$ cat config.mk
export PLATFORM = sky130hd
export DESIGN_NAME = instr_fetch_unit
export DESIGN_NICKNAME = d
export VERILOG_FILES = /design/src/rtl/instr_fetch_unit.sv
export SDC_FILE = /design/constraint.sdc
export NUM_CORES = 1
export LEC_CHECK = 0
export ABC_AREA = 1
export BUFFER_PORTS_ARGS = -buffer_cell sky130_fd_sc_hd__buf_2
export CORE_MARGIN = 2
export CORE_UTILIZATION = 52
export CTS_CLUSTER_SIZE = 10
export DETAILED_ROUTE_END_ITERATION = 6
export PLACE_DENSITY = 0.8
export REMOVE_ABC_BUFFERS = 1
export SLEW_MARGIN = 15
export SYNTH_ARGS = -nofsm -noshare
export SYNTH_HDL_FRONTEND = slang
export SYNTH_SLANG_ARGS = --single-unit
$ cat constraint.sdc
create_clock -name clk -period 2.2 [get_ports clk]
set_clock_uncertainty 0.2 [all_clocks]
set_input_delay 0.33 -clock clk [delete_from_list [all_inputs] [get_ports clk]]
set_output_delay 0.33 -clock clk [all_outputs]
set_load 0.1 [all_outputs]
$ cat src/rtl/instr_fetch_unit.sv
// Instruction fetch unit: keeps one imem request in flight, parks a response in a
// one-entry skid register while downstream stalls, and flushes on a PC redirect.
module instr_fetch_unit #(
   parameter logic [7:0]  RESET_PC = 8'h00,
   parameter logic [15:0] NOP_WORD = 16'h0000
) (
   input  logic        clk,
   input  logic        rst,
   output logic        imem_req,
   output logic [7:0]  imem_addr,
   input  logic        imem_valid,
   input  logic [15:0] imem_rdata,
   input  logic        stall,
   input  logic        L_PC,
   input  logic        S11,
   input  logic        S10,
   input  logic [7:0]  OR2,
   input  logic [7:0]  NPC_in,
   input  logic [7:0]  dm_data,
   output logic [15:0] segment,
   output logic [7:0]  PC_in,
   output logic        seg_valid
);

   localparam int unsigned AW = 8;
   localparam int unsigned DW = 16;

   typedef enum logic [1:0] {
      ISSUE = 2'd0,
      WAIT  = 2'd1,
      HOLD  = 2'd2,
      DROP  = 2'd3
   } state_t;

   state_t        state;
   state_t        state_nxt;
   logic [AW-1:0] pc;
   logic [AW-1:0] pc_nxt;
   logic [AW-1:0] pc_inc;
   logic [AW-1:0] target;
   logic [DW-1:0] skid;
   logic [DW-1:0] skid_nxt;
   logic          skid_full;
   logic          skid_full_nxt;
   logic [DW-1:0] segment_nxt;
   logic [AW-1:0] pc_in_nxt;
   logic          seg_valid_nxt;

   assign pc_inc = AW'(pc + 1'b1);

   // Redirect target selection; the relative form wraps modulo 256.
   always_comb begin
      target = NPC_in;
      unique case ({S11, S10})
         2'b01:   target = AW'(NPC_in + OR2);
         2'b11:   target = OR2;
         2'b10:   target = dm_data;
         default: target = NPC_in;
      endcase
   end

   // A redirect in ISSUE suppresses the request so the old address never reaches memory.
   assign imem_req  = (state == ISSUE) && !rst && !L_PC;
   assign imem_addr = rst ? RESET_PC : pc;

   // Next-state and datapath update.
   always_comb begin
      state_nxt     = state;
      pc_nxt        = pc;
      segment_nxt   = segment;
      pc_in_nxt     = PC_in;
      seg_valid_nxt = seg_valid;
      skid_nxt      = skid;
      skid_full_nxt = skid_full;

      case (state)
         ISSUE: begin
            state_nxt = WAIT;
         end
         WAIT: begin
            if (imem_valid) begin
               if (!stall) begin
                  segment_nxt   = imem_rdata;
                  pc_in_nxt     = pc_inc;
                  seg_valid_nxt = 1'b1;
                  pc_nxt        = pc_inc;
                  state_nxt     = ISSUE;
               end else begin
                  skid_nxt      = imem_rdata;
                  skid_full_nxt = 1'b1;
                  state_nxt     = HOLD;
               end
            end
         end
         HOLD: begin
            if (!skid_full) begin
               state_nxt = ISSUE;
            end else if (!stall) begin
               segment_nxt   = skid;
               pc_in_nxt     = pc_inc;
               seg_valid_nxt = 1'b1;
               pc_nxt        = pc_inc;
               skid_full_nxt = 1'b0;
               state_nxt     = ISSUE;
            end
         end
         DROP: begin
            if (imem_valid) begin
               state_nxt = ISSUE;
            end
         end
         default: begin
            state_nxt = ISSUE;
         end
      endcase

      // Redirect overrides stall and any response arriving this cycle.
      if (L_PC) begin
         pc_nxt        = target;
         segment_nxt   = NOP_WORD;
         seg_valid_nxt = 1'b0;
         skid_full_nxt = 1'b0;
         if (((state == WAIT) || (state == DROP)) && !imem_valid) begin
            state_nxt = DROP;
         end else begin
            state_nxt = ISSUE;
         end
      end
   end

   always_ff @(posedge clk) begin
      if (rst) begin
         state     <= ISSUE;
         pc        <= RESET_PC;
         segment   <= NOP_WORD;
         PC_in     <= RESET_PC;
         seg_valid <= 1'b0;
         skid      <= '0;
         skid_full <= 1'b0;
      end else begin
         state     <= state_nxt;
         pc        <= pc_nxt;
         segment   <= segment_nxt;
         PC_in     <= pc_in_nxt;
         seg_valid <= seg_valid_nxt;
         skid      <= skid_nxt;
         skid_full <= skid_full_nxt;
      end
   end

endmodule

==> results.cfg, run 1 <==
[yosys]
synth_flop_cell = dfxtp_1
ys_seq_elements = 52
yosys_warnings = 0
synth_cell_type_count = 28
synth_compound_area_frac = 0.2218
yosys.area_share.adder = 0.06401
synth-xor-area-share = 0.02148
synth_mux_area_frac = 0
synthCells = 420
ys_seq_area_frac = 0.3648
synth_edf_count = 0
syn_area_um2 = 2854
ys_async_sr_fraction = 0
synthSimpleGateAreaFrac = 0.2117
synth_top_family_by_area = compound AO/OA/AOI/OAI gates
avgSynthCellArea_um2 = 6.795

[cts]
cts_num_sinks = 52
post_cts_resized = 0
tritoncts = yes
ctsHoldBuffers = 0
cts_buffer_depth = 2
clk_pin_slew_ns = 0.10
clock_tree.root_cell = clkbuf_8
h-tree-depth = 2
post_cts_buffers = 0
clk_latency_ns = 0.32
cts_made_buffers = 5

[setup_path]
startpoint = state[0]
r2r_cells = 13
r2r-start = state[0]
worstSetupPathType = reg2reg
start_kind = register
cp-end-kind = register
critPathRequiredTime_ns = 2.21
arrival_ns = 2.01
path_max_fanout = 6

[global_routing]
met1_usage = 0.2813
busiest_layer = met2
use_met2 = 0.4155
grtUsageMet3 = 0.02989
antenna_found_initial = 0
grt_max_degree = 33
grt_util_all_layers = 0.2313
gr-total-overflow = 0
grt_pass1_wl_um = 11450
grt_pass1_vias = 2638

[layout]
fin_area_um2 = 3462
nNetsFinal = 562
final_cell_mix = nand2_1, buf_2, inv_1, dfxtp_1, o21ai_0
nFillCells = 490
area_delta_synth_final_pct = 21.31
final_layout_size_suffix_gt1_frac = 0.2092
layout_commonest_cell = nand2_1
antennaDiodeCount = 0
stdcell_count = 572

[hold_path]
hold_class = in2reg
hold_depth = 3
hp-start = imem_rdata[12]

[sta]
timing.hold.ws_ns = 0.07613
hold_viol = 0
rsz0062_at_grt = no
setup_viol = 0
setup_tns_ns = 0
max_freq_mhz = 498.9
worst_slack_ns = 0.1955
max-slew-margin-rel = 0.6660
post-route-period-util = 0.9112
min_period_ns = 2.005
drv_slew = 0
tightest_slew_ns = 0.5045

[floorplanning]
die_x_um = 78.09
initial_core_util = 0.5483
ioPinCount = 81
die_h_um = 78.09
core_um2 = 5205
die_area_um2 = 6097
std_cell_rows = 26

[power]
powerDensity_nw_per_um2 = 646.3
max-vdd-ir-drop_mv = 0.3940
p_leak_nw = 1.698

[route]
drc = 0
wl_um = 6898
via_per_inst = 5.082
vias = 2907
dr.first_iter.drc_count = 113
ant_nets = 0
wl_per_cell_um = 12.06
first_pass_iters = 4

[placed_design]
place_ws_ns = 0.09043
post_dp_cell_area_um2 = 3372
dp_hpwl_um = 5285
placed_cells_incl_taps = 564
portBuffers = 80
gp_congestion = 0.9015

[outcome]
outcome = completed

[run]
max_cap_viol_count = 0
## cells by family after synthesis
| family | after synthesis |
|---|---|
| compound gates | 115 |
| xor+xnor | 7 |
| fa+ha+maj | 14 |
| buf+inv | 85 |
| flops | 52 |
| simple gates | 147 |
## cells in the mapped netlist, drive strengths merged (2+ instances only)
library cell / number / area share
nand2: 89 / 0.12
nor3: 2 / 0.0075
a21oi: 37 / 0.065
buf: 7 / 0.014
a22o: 3 / 0.0092
ha: 13 / 0.057
dfxtp: 52 / 0.36
nand3: 17 / 0.030
clkbuf: 9 / 0.012
nand4: 3 / 0.0066
a31oi: 14 / 0.031
a311oi: 6 / 0.018
o21ai: 53 / 0.093
inv: 68 / 0.089
xor2: 7 / 0.021
nor2: 35 / 0.047
## worst paths after layout
kind                            slack, ns     endpoint
worst min-delay path                 0.08  segment[12]
worst max-delay path                 0.20        pc[7]
worst min register to register       0.25     PC_in[3]
worst max register to register       0.20        pc[7]
## state kept, by name, indices dropped and copies added (netlist names)
signal / cells
state: 2
pc: 8
seg_valid: 1
PC_in: 8
skid: 16
segment: 16
skid_full: 1
## metal layers
layer / part of all wire / vias to the layer above
met5: 0 / -
met4: 0.022 / 0
met3: 0.046 / 14
met2: 0.48 / 76
met1: 0.45 / 1290
li1: - / 1527
## final cells by class
| class | instances | area [um^2] | share of cell area |
|---|---|---|---|
| Clock buffer | 5 | 68.82 | 0.01988 |
| Sequential cell | 52 | 1041 | 0.3007 |
| Tap cell | 70 | 87.58 | 0.02530 |
| Inverter | 69 | 259.0 | 0.07481 |
| Timing Repair Buffer | 90 | 503.0 | 0.1453 |
| Clock inverter | 3 | 21.27 | 0.006144 |
| Multi-Input combinational cell | 283 | 1481 | 0.4279 |
## report_power, final
part           leakage, nW  switching (W)  internal, W  total, W
Sequential           0.424      0.0000311     0.000993   0.00102
Clock               0.0445       0.000326     0.000226  0.000552
Combinational         1.23       0.000485     0.000177  0.000662
Total                 1.70       0.000842      0.00140   0.00224
## worst max-delay path, stage by stage, from the launching register on
cell and delay, ns:
dfxtp_1 0.38, inv_1 0.10, ha_1 0.25, buf_4 0.17
nor2_2 0.15, nor3_4 0.06, inv_2 0.08, nand2_2 0.08
nand2_2 0.09, inv_2 0.07, o21ai_1 0.08, clkinv_1 0.07
nand2_1 0.06, nand2_1 0.05
## through the flow
step / util / power (W)
global route: 0.6651 / 0.002347
CTS: 0.6651 / 0.002253
detailed placement: 0.6478 / 0.001706
finish: 0.6651 / 0.002238
global placement: 0.6478 / 0.001691
floorplan: - / 0.001524
Note: power is estimated with default switching activity, not from simulation.
==> inputs of run 2 (changes only) <==
--- a/config.mk
+++ b/config.mk
@@ -8,10 +8,10 @@
 export ABC_AREA = 1
 export BUFFER_PORTS_ARGS = -buffer_cell sky130_fd_sc_hd__buf_2
 export CORE_MARGIN = 2
-export CORE_UTILIZATION = 52
+export CORE_UTILIZATION = 56
 export CTS_CLUSTER_SIZE = 10
 export DETAILED_ROUTE_END_ITERATION = 6
-export PLACE_DENSITY = 0.8
+export PLACE_DENSITY = 0.85
 export REMOVE_ABC_BUFFERS = 1
 export SLEW_MARGIN = 15
 export SYNTH_ARGS = -nofsm -noshare
==> constraint.sdc (replaced) <==
create_clock -name clk -period 2.5 [get_ports clk]
set_clock_uncertainty 0.2 [all_clocks]
set_input_delay 0.375 -clock clk [delete_from_list [all_inputs] [get_ports clk]]
set_output_delay 0.375 -clock clk [all_outputs]
set_load 0.1 [all_outputs]
==> results.cfg, run 2 (synthesis gave the netlist of run 1 again) <==
[sta]
post-route-period-util = 0.8892
worst_slack_ns = 0.2770
max-slew-margin-rel = 0.5993
rsz0062_at_grt = no
drv_slew = 0
tightest_slew_ns = 0.5993
hold_viol = 0
max_freq_mhz = 449.8
min_period_ns = 2.223
setup_viol = 0
timing.hold.ws_ns = 0.1324

[power]
power_frac_comb = 0.281
p_leak_nw = 1.693
p_switching_w = 0.0007493
power_frac_seq = 0.434
p_sw_frac = 0.3607
clkPwrFrac = 0.285
powerDensity_nw_per_um2 = 601.2
max-vdd-ir-drop_mv = 0.4051
p_int_w = 0.001328

[setup_path]
arrival_ns = 2.19
worstSetupPathType = reg2reg
path_max_fanout = 17
r2r_cells = 6
setup.worst_path.end = PC_in[2]
r2r_end = PC_in[2]
r2r-start = state[0]
cp-end-kind = register
startpoint = state[0]
start_kind = register
rrSetupSlack_ns = 0.28
critPathRequiredTime_ns = 2.47

[floorplanning]
die_area_um2 = 5684
die_h_um = 75.39
std_cell_rows = 25
ioPinCount = 81
initial_core_util = 0.5925
die_x_um = 75.39
core_um2 = 4817

[placed_design]
portBuffers = 80
dp_hpwl_um = 5441
post_dp_cell_area_um2 = 3341
placed_cells_incl_taps = 559
place_ws_ns = 0.3295
gp_congestion = 0.8796

[cts]
cts_buffer_depth = 2
cts_made_buffers = 5
clk_pin_slew_ns = 0.10
post_cts_buffers = 0
clock_tree.root_cell = clkbuf_8
h-tree-depth = 2
tritoncts = yes
cts_num_sinks = 52
post_cts_resized = 0
ctsHoldBuffers = 0
clk_latency_ns = 0.30

[global_routing]
grt_util_all_layers = 0.2590
gr-total-overflow = 0
grt_pass1_vias = 2626
antenna_found_initial = 0
grt_pass1_wl_um = 11560
grt_max_degree = 33

[route]
ant_nets = 0
first_pass_iters = 5
dr.first_iter.drc_count = 188
vias = 3004
wl_um = 7284
wl_per_cell_um = 12.85
drc = 0
via_per_inst = 5.298

[outcome]
outcome = completed

[layout]
final_cell_mix = nand2_1, buf_2, inv_1, dfxtp_1, o21ai_0
nFillCells = 417
antennaDiodeCount = 0
layout_commonest_cell = nand2_1
nNetsFinal = 560
stdcell_count = 567
top_regs = segment: 16 flops, skid: 16 flops
final_layout_size_suffix_gt1_frac = 0.2060
area_delta_synth_final_pct = 21.09
fin_util = 0.7174
fin_area_um2 = 3456

[hold_path]
hold_class = in2reg
hold_depth = 3

[run]
max_cap_viol_count = 0
run 2: layer usage:
metal | vias up | GRT usage | wire [um] | part of all wire
li1 | 1524 | - | - | -
met1 | 1367 | 0.3366 | 3131 | 0.43
met2 | 104 | 0.4531 | 3612 | 0.50
met3 | 9 | 0.03836 | 465 | 0.064
met4 | 0 | 0.06238 | 74 | 0.010
met5 | - | 0 | 0 | 0
run 2: cell type report:
class / count / area [um^2] / share of cell area
inverters: 69 / 259.0 / 0.07495
repair buffers: 88 / 475.5 / 0.1376
clock inverters: 3 / 46.29 / 0.01340
clock buffers: 5 / 68.82 / 0.01991
flip-flops and latches: 52 / 1041 / 0.3012
well taps: 67 / 83.83 / 0.02426
multi-input cells: 283 / 1481 / 0.4287
run 2: metrics by stage:
step,total power (W),setup TNS [ns]
3_3_place_gp,0.001481,0
2_1_floorplan,0.001341,-0.07051
4_1_cts,0.002079,0
6_report,0.002078,0
3_5_place_dp,0.001496,0
5_1_grt,0.002167,0
run 2: worst min path at each step:
stage                             start          to  slack [ns]
after floorplan                 skid[0]     skid[0]        0.23
after global placement         PC_in[2]    PC_in[2]        0.23
after detailed placement       skid[13]    skid[13]        0.24
after CTS                 imem_rdata[3]  segment[3]        0.13
after global routing      imem_rdata[3]  segment[3]        0.13
final                     imem_rdata[3]  segment[3]        0.13
run 2: power groups by stage:
stage | Combinational, W | Sequential [W] | Clock, W
floorplan | 0.000285 | 0.00106 | 0
global placement | 0.000563 | 0.000918 | 0
detailed placement | 0.000576 | 0.000919 | 0
CTS | 0.000581 | 0.000901 | 0.000598
global route | 0.000631 | 0.000907 | 0.000630
finish | 0.000584 | 0.000901 | 0.000592
run 2: worst max-delay path: stages (launching register included):
cell,delay (ns)
dfxtp_1,0.39
inv_1,0.11
ha_1,0.28
nand2_1,0.13
nand4_1,0.49
o21ai_0,0.41
a21oi_1,0.08
